File: config.mk
export PLATFORM = sky130hd
export DESIGN_NAME = sprite_scheduler
export DESIGN_NICKNAME = d
export VERILOG_FILES = /design/src/rtl/sprite_scheduler.sv
export SDC_FILE = /design/constraint.sdc
export NUM_CORES = 1
export LEC_CHECK = 0
export CORE_MARGIN = 2
export CORE_UTILIZATION = 30
export CTS_CLUSTER_DIAMETER = 120
export DETAILED_ROUTE_END_ITERATION = 8
export PLACE_DENSITY = 0.51
export SYNTH_ARGS = -nofsm -noshare
export SYNTH_HDL_FRONTEND = slang
export SYNTH_SLANG_ARGS = --single-unit
File: constraint.sdc
create_clock -name clk_pixel -period 6.4 [get_ports clk_pixel]
set_input_delay 1.92 -clock clk_pixel [delete_from_list [all_inputs] [get_ports clk_pixel]]
set_output_delay 1.92 -clock clk_pixel [all_outputs]
set_load 0.02 [all_outputs]
File: src/rtl/sprite_scheduler.sv
// Sprite scheduler: owns the sprite register table and, once per video frame, walks it and
// issues every active entry to graphics with a ready-paced handshake. Optional: SPRITE_ANIM_EN.
module sprite_scheduler #(
  parameter  int MAX_SPRITES   = 16,
  parameter  int CANVAS_WIDTH  = 360,
  parameter  int CANVAS_HEIGHT = 720,
  parameter  int NUM_FRAMES    = 18,
  parameter  int ANIM_SHIFT    = 3,
  localparam int IDX_W         = $clog2(MAX_SPRITES),
  localparam int X_W           = $clog2(CANVAS_WIDTH),
  localparam int Y_W           = $clog2(CANVAS_HEIGHT),
  localparam int F_W           = $clog2(NUM_FRAMES)
) (
  input  logic             clk_pixel,
  input  logic             sys_rst,
  input  logic [5:0]       frame_count,
  input  logic             tbl_we,
  input  logic [IDX_W-1:0] tbl_addr,
  input  logic             tbl_active,
  input  logic [X_W-1:0]   tbl_x,
  input  logic [Y_W-1:0]   tbl_y,
  input  logic [F_W-1:0]   tbl_frame,
  input  logic [1:0]       tbl_anim_len,
  input  logic             sprite_ready,
  output logic             sprite_valid,
  output logic [X_W-1:0]   sprite_x,
  output logic [Y_W-1:0]   sprite_y,
  output logic [F_W-1:0]   sprite_frame_number,
  output logic             pass_done,
  output logic             overrun
);

  typedef enum logic [1:0] {IDLE, SCAN, WAIT_LO, WAIT_HI} state_t;

  localparam logic [IDX_W:0] IDX_END      = (IDX_W + 1)'(MAX_SPRITES);
  localparam logic [F_W:0]   NUM_FRAMES_W = (F_W + 1)'(NUM_FRAMES);

  state_t                 state_reg;
  logic [IDX_W:0]         idx_reg;
  logic                   restart_reg;
  logic [5:0]             prev_frame_count_reg;
  logic                   new_frame_reg;
  logic                   sync_reg;

  logic [MAX_SPRITES-1:0] active_reg;
  logic [MAX_SPRITES-1:0] active_next;
  logic [X_W-1:0]         x_mem     [MAX_SPRITES];
  logic [Y_W-1:0]         y_mem     [MAX_SPRITES];
  logic [F_W-1:0]         frame_mem [MAX_SPRITES];

  logic [IDX_W-1:0]       rd_idx;
  logic                   past_end;
  logic                   cur_active;
  logic [F_W-1:0]         issue_frame;

  // Only the enable flags need reset; coordinates are don't-care while inactive.
  for (genvar gi = 0; gi < MAX_SPRITES; gi++) begin : g_active
    assign active_next[gi] = (tbl_we && tbl_addr == IDX_W'(gi)) ? tbl_active : active_reg[gi];
  end

  always_ff @(posedge clk_pixel or posedge sys_rst) begin
    if (sys_rst) begin
      active_reg <= '0;
    end else begin
      active_reg <= active_next;
    end
  end

`ifdef SPRITE_ANIM_EN
  logic [1:0]            anim_mem [MAX_SPRITES];
  logic [5-ANIM_SHIFT:0] anim_step;
  logic [1:0]            anim_offset;
  logic [F_W:0]          frame_sum;
`endif

  always_ff @(posedge clk_pixel) begin
    if (tbl_we) begin
      x_mem[tbl_addr]     <= tbl_x;
      y_mem[tbl_addr]     <= tbl_y;
      frame_mem[tbl_addr] <= tbl_frame;
`ifdef SPRITE_ANIM_EN
      anim_mem[tbl_addr]  <= tbl_anim_len;
`endif
    end
  end

  assign rd_idx     = idx_reg[IDX_W-1:0];
  assign past_end   = (idx_reg >= IDX_END);
  assign cur_active = active_reg[rd_idx];

`ifdef SPRITE_ANIM_EN
  assign anim_step = frame_count[5:ANIM_SHIFT];

  // Cycle length is 1..4, so the modulo reduces to a small case on the stored length.
  always_comb begin
    anim_offset = 2'd0;
    case (anim_mem[rd_idx])
      2'd1:    anim_offset = {1'b0, anim_step[0]};
      2'd2:    anim_offset = 2'(anim_step % 3);
      2'd3:    anim_offset = anim_step[1:0];
      default: anim_offset = 2'd0;
    endcase
  end

  assign frame_sum   = {1'b0, frame_mem[rd_idx]} + {{(F_W - 1){1'b0}}, anim_offset};
  // Fall back to the base frame rather than index past the end of the spritesheet.
  assign issue_frame = (frame_sum >= NUM_FRAMES_W) ? frame_mem[rd_idx] : frame_sum[F_W-1:0];
`else
  localparam int unused_anim_shift = ANIM_SHIFT;
  logic unused_anim_len;
  assign unused_anim_len = ^tbl_anim_len;
  assign issue_frame     = frame_mem[rd_idx];
`endif

  // sync_reg masks the first cycle after reset so the current frame_count is taken as the baseline.
  always_ff @(posedge clk_pixel or posedge sys_rst) begin
    if (sys_rst) begin
      prev_frame_count_reg <= '0;
      new_frame_reg        <= 1'b0;
      sync_reg             <= 1'b0;
    end else begin
      prev_frame_count_reg <= frame_count;
      new_frame_reg        <= sync_reg && (frame_count != prev_frame_count_reg);
      sync_reg             <= 1'b1;
    end
  end

  always_ff @(posedge clk_pixel or posedge sys_rst) begin
    if (sys_rst) begin
      state_reg           <= IDLE;
      idx_reg             <= '0;
      restart_reg         <= 1'b0;
      sprite_valid        <= 1'b0;
      sprite_x            <= '0;
      sprite_y            <= '0;
      sprite_frame_number <= '0;
      pass_done           <= 1'b0;
      overrun             <= 1'b0;
    end else begin
      sprite_valid <= 1'b0;
      pass_done    <= 1'b0;
      overrun      <= 1'b0;
      case (state_reg)
        IDLE: begin
          if (new_frame_reg) begin
            state_reg <= SCAN;
            idx_reg   <= '0;
          end
        end
        SCAN: begin
          if (new_frame_reg) begin
            overrun <= 1'b1;
            idx_reg <= '0;
          end else if (past_end) begin
            pass_done <= 1'b1;
            state_reg <= IDLE;
          end else if (!cur_active) begin
            idx_reg <= idx_reg + 1'b1;
          end else if (sprite_ready) begin
            sprite_x            <= x_mem[rd_idx];
            sprite_y            <= y_mem[rd_idx];
            sprite_frame_number <= issue_frame;
            sprite_valid        <= 1'b1;
            state_reg           <= WAIT_LO;
          end
        end
        WAIT_LO: begin
          // A frame change here is remembered; the open handshake must still finish.
          if (new_frame_reg) begin
            overrun     <= 1'b1;
            restart_reg <= 1'b1;
          end
          if (!sprite_ready) begin
            state_reg <= WAIT_HI;
          end
        end
        WAIT_HI: begin
          if (new_frame_reg) begin
            overrun     <= 1'b1;
            restart_reg <= 1'b1;
          end
          if (sprite_ready) begin
            state_reg   <= SCAN;
            restart_reg <= 1'b0;
            idx_reg     <= (restart_reg || new_frame_reg) ? '0 : idx_reg + 1'b1;
          end
        end
        default: begin
          state_reg <= IDLE;
          idx_reg   <= '0;
        end
      endcase
    end
  end

endmodule

=== Word level (Yosys, flattened, before mapping) ===
Memory sizes are Yosys's and may differ from the RTL's. A register that Yosys moved wholly into a read port is not among the register bits.
Cells that the tools add are included.

* Add/sub/neg operators: 1
* Magnitude comparators: 2
* Equal/unequal tests: 27
* Muxes and demuxes: 32
* Bitwise gates (word level): 2
* Reduce and logical (&&, ||, !) cells: 26

{| class="wikitable"
|+ Operators by type and width
! cell !! number
|-
| 4-bit equality test (second input constant) || 8
|-
| 5-bit two-way mux || 6
|-
| 1-bit logical AND || 17
|-
| 4-bit by 3-bit equality test with 1-bit output (second input constant) || 4
|-
| 1-bit two-way mux || 15
|-
| 5-bit case mux with 3 select lines || 1
|-
| 2-bit two-way mux || 7
|-
| 3-bit != test (second input constant) || 4
|-
| 5-bit AND reduction || 2
|-
| 4-bit by 2-bit equality test with 1-bit output (second input constant) || 2
|-
| 2-bit != test (second input constant) || 4
|-
| 2-bit case mux with 4 select lines || 1
|-
| 6-bit != test || 1
|-
| 6-bit AND reduction || 1
|-
| 5-bit by 1-bit adder with 5-bit output (second input constant) || 1
|-
| 5-bit greater-or-equal comparator (second input constant) || 1
|-
| 4-bit by 5-bit < comparator with 1-bit output (second input constant) || 1
|-
| 1-bit binary-select mux with 4-bit select || 1
|-
| 2-bit equality test (second input constant) || 2
|-
| 4-bit by 1-bit equality test with 1-bit output (second input constant) || 1
|-
| 4-bit logical NOT || 1
|-
| 3-bit nonzero test || 1
|-
| 3-bit OR reduction || 1
|-
| 2-bit by 1-bit equality test with 1-bit output (second input constant) || 1
|-
| 5 further kinds || 6
|}

* Bits in registers: 35
* Bits in writable memories: 384
* Input port bits: 41
* Output and inout port bits: 27
* Word-level logic and storage cells: 118
* Memories: 3

{| class="wikitable"
|+ Memory list
! memory !! depth !! width !! read ports !! clocked after memory_dff !! write ports !! RTL line !! text
|-
| y_mem || 16 || 10 || 1 || 1 || 1 || 48 || <nowiki>logic [Y_W-1:0] y_mem [MAX_SPRITES];</nowiki>
|-
| x_mem || 16 || 9 || 1 || 1 || 1 || 47 || <nowiki>logic [X_W-1:0] x_mem [MAX_SPRITES];</nowiki>
|-
| frame_mem || 16 || 5 || 1 || 1 || 1 || 49 || <nowiki>logic [F_W-1:0] frame_mem [MAX_SPRITES];</nowiki>
|}

=== Longest topological paths before layout ===
* Depth in word-level cells: 6
* Mapped depth: 8

=== Worst setup path after synthesis ===
OpenSTA, ideal clock, no wires.

* Path kind: input port to flip-flop
* Start: input tbl_addr[0]
* End: register active_reg[0]
* Arrival: 4.620 ns
* Required time: 6.275 ns
* Slack: 1.655 ns
* Stages on the path: 3
* Path buffers: 0
* Cell sequence: or3b_2 nor3_1 mux2_2

* Word-level cells in the longest chain between the ends: 2

{| class="wikitable"
|+ RTL lines
! what !! RTL line !! text
|-
| from (decl) || 18 || <nowiki>input logic [IDX_W-1:0] tbl_addr,</nowiki>
|-
| 4-bit logical NOT || 58 || <nowiki>assign active_next[gi] = (tbl_we && tbl_addr == IDX_W'(gi)) ? tbl_active : active_reg[gi];</nowiki>
|-
| 1-bit logical AND || 58 ||
|-
| to (signal assigned) || 65 || <nowiki>active_reg <= active_next;</nowiki>
|-
| to (decl) || 45 || <nowiki>logic [MAX_SPRITES-1:0] active_reg;</nowiki>
|}

No other way between the ends.
A chain may end at the register's enable or synchronous reset.

=== Final worst setup path ===
* Start: input tbl_we
* End: register active_reg[12]

* Word-level cells in the longest chain between the ends: 1

{| class="wikitable"
|+ RTL lines
! what !! RTL line !! text
|-
| from (decl) || 17 || <nowiki>input logic tbl_we,</nowiki>
|-
| 1-bit logical AND || 58 ||
|}

No other way between the ends.

==> impl_results.md <==
- Status: complete, no violations
- PostCTS Resize Cnt: 0
- Max VDD drop: 203.9 uV
- Placed Area: 18750 um2
- DRC Markers: 0
- Antenna violations before repair: 3
- Max FO, Critical Path: 15
- Crit path kind: input pin to register
- Routed wire length: 36960 um
- Root buf cell: clkbuf_16
- Worst hold stages: 1
- Starting Density: 30.33%
- Final worst path period need: 3.886 ns
- Synth Instances: 742
- Seq/Total Area, Yosys: 76.07%
- Max FFs per register: 160
- Register with the most flip-flops: y_mem
- Boundary pin count: 68
- CTS clk-pin slew, worst paths: 0.06 ns
- Least-Margin Pin Slew: 1.135 ns
- Layout cell share with drive strength beyond 1: 31.03%
- Mapped Nets: 791
- Part of the cycle the worst path needs: 60.72%
- M1 wire length: 17850 um
- DRT iter0 DRCs: 617
- Async SR Flop Fraction: 13.32%
- DR top layer: met5
- Setup TNS: 0 ns
- Clock Path Buffers: 3
- Yosys warns: 0
- Routed vias: 7765
- Die X: 242.7 um
- Synth cell types: 42
- Drt pass-1 iters: 5
- Design area: 20330 um2
- Syn_area_per_cell: 23.05 um2
- Largest net degree at the start of global routing: 68
- Netlist Area Pre-Place: 17100 um2
- Post-DP HPWL: 19460 um
- Pwr per Cell Area: 380.4 nW/um2
- Skew-Pair Late Insertion Delay: 0.59 ns
- Pins Over Slew Limit: 0
- Wire length on met3: 1637 um
- Final Hold Fails: 0
- Max_cap viols: 0
- DR WL met2: 16790 um
- P&R area growth vs syn: 18.89%
- Worst endpoint required time: 6.85 ns
- Num CTS Buffers: 47
- Core Util, Final: 36.06%
- Final setup viols: 0
- DIE HEIGHT: 242.7 um
- EDFF count, synth: 384
- Clock sinks: 443
- RSZ-0062 raised after global routing: no
- Leakage power: 6.454 nW
- Critical Path AT: 4.34 ns
- WL per Instance: 22.54 um
- Worst setup EP type: register
- Row cnt: 87
- Gpl congestion: 0.7160
- Commonest non-fill, non-tap cells in the layout: edfxtp_1, mux4_2, clkdlybuf4s50_1, dfrtp_1, clkbuf_16
- Number of global-route vias before repair: 8366
- H-tree depth: 2
- IO buf count: 65
- Biggest regs: y_mem (160), x_mem (144), frame_mem (80)
- Primary FF master, synth: edfxtp_1
- Cells on worst reg2reg path: 4
- ANT nets after route: 0
- Seq cells post-synth: 443
- Fmax: 257.3 MHz
- TritonCTS clock tree: done
- Most common cell after layout, fill and taps aside: edfxtp_1
- First-pass GRT wire length: 55910 um
- CP Launch Type: input pin
- Vias per std cell: 4.735
- Cts hold-fix bufs: 0
- Core area: 56390 um2
- Overflow after GRT: 0
- Final net count: 893
- GR Util All Layers: 12.79%
- Final Skew: 0.02201 ns
- Die Area: 58930 um2
- Setup Buffers After CTS: 0
- Hold WC Path Type: register to register
- Slew HR: 23.90%
-- report_power, final --
group | internal (mW) | total [mW] | switching (mW) | leakage, nW
clock | 1.64 | 2.76 | 1.12 | 0.763
combinational | 0.832 | 1.44 | 0.605 | 1.50
sequential | 3.31 | 3.53 | 0.222 | 4.19
-- worst paths after layout --
kind / startpoint / to / slack [ns]
max in group asynchronous: sys_rst / idx_reg[0]$_DFFE_PP0P_ / 3.73
hold / removal: sync_reg$_DFF_PP0_ / new_frame_reg$_DFF_PP0_ / 0.49
setup / recovery: tbl_we / active_reg[12]$_DFFE_PP0P_ / 2.51
hold reg to reg: sync_reg$_DFF_PP0_ / new_frame_reg$_DFF_PP0_ / 0.49
setup reg to reg: idx_reg[0]$_DFFE_PP0P_ / sprite_y[4]$_DFFE_PP0P_ / 3.12
min in group asynchronous: sys_rst / sprite_y[5]$_DFFE_PP0P_ / 1.82
-- metal layers --
layer	GRT usage [%]	vias up
li1	-	3319
met3	2.532	51
met5	0	-
met1	18.88	4225
met4	3.609	4
met2	19.23	166
-- through the flow --
step	hold WS, ns	cells	worst slack, ns	power, mW
2_1_floorplan	0.4451	742	1.655	4.591
3_3_place_gp	0.4823	1551	1.897	5.061
3_5_place_dp	0.4752	1551	1.871	5.074
4_1_cts	0.4965	1639	2.489	7.858
5_1_grt	0.5171	1639	2.421	8.081
6_report	0.4854	1640	2.514	7.734
-- Yosys cell counts, types with 2 or more instances --
library cell,n,area (um2)
a21oi_1,2,10.01
buf_1,6,22.52
buf_2,2,10.01
buf_6,11,123.9
clkbuf_1,11,41.29
dfrtp_1,59,1476
edfxtp_1,384,11530
ha_1,8,100.1
inv_1,10,37.54
mux2_1,2,22.52
mux2_2,43,484.2
mux2i_1,3,30.03
mux4_2,122,2748
nand2_1,5,18.77
nand2b_1,4,25.02
nand3_1,2,10.01
nand3b_1,2,15.01
nor2_1,19,71.32
nor2b_1,6,37.54
nor3_1,4,20.02
o21ai_0,9,45.04
o221ai_1,2,17.52
o22ai_1,2,12.51
o41ai_1,2,17.52
xnor2_1,4,35.03
xor2_1,2,17.52
-- cells by family (layout without fill, tap and decap cells) --
kind of cell	Yosys count	after routing	share of synthesized area (%)
AO/OA/AOI/OAI	25	25	0.9806
XOR/XNOR	6	6	0.3073
adder cells (fa/ha/maj)	8	8	0.5854
buffers and inverters	42	183	1.441
flip-flops	443	443	76.07
multiplexers	170	170	19.21
other	1	2	0.02193
AND/OR/NAND/NOR	47	47	1.390
-- critical path: stages --
cell             delay [ns]
clkdlybuf4s50_1        0.51
or3b_2                 0.59
nor2_4                 0.60
buf_4                  0.35
mux2_2                 0.36
-- area by class of cell --
type,count,area (um2)
antenna,1,2.502
clock buffer,63,1267
clock inverter,25,306.5
fill,5269,36060
inverter,11,42.54
multi-input combinational,257,3956
sequential,443,13020
tap,756,945.9
timing repair buffer,84,793.3
Power figures use the tool's default switching activity.
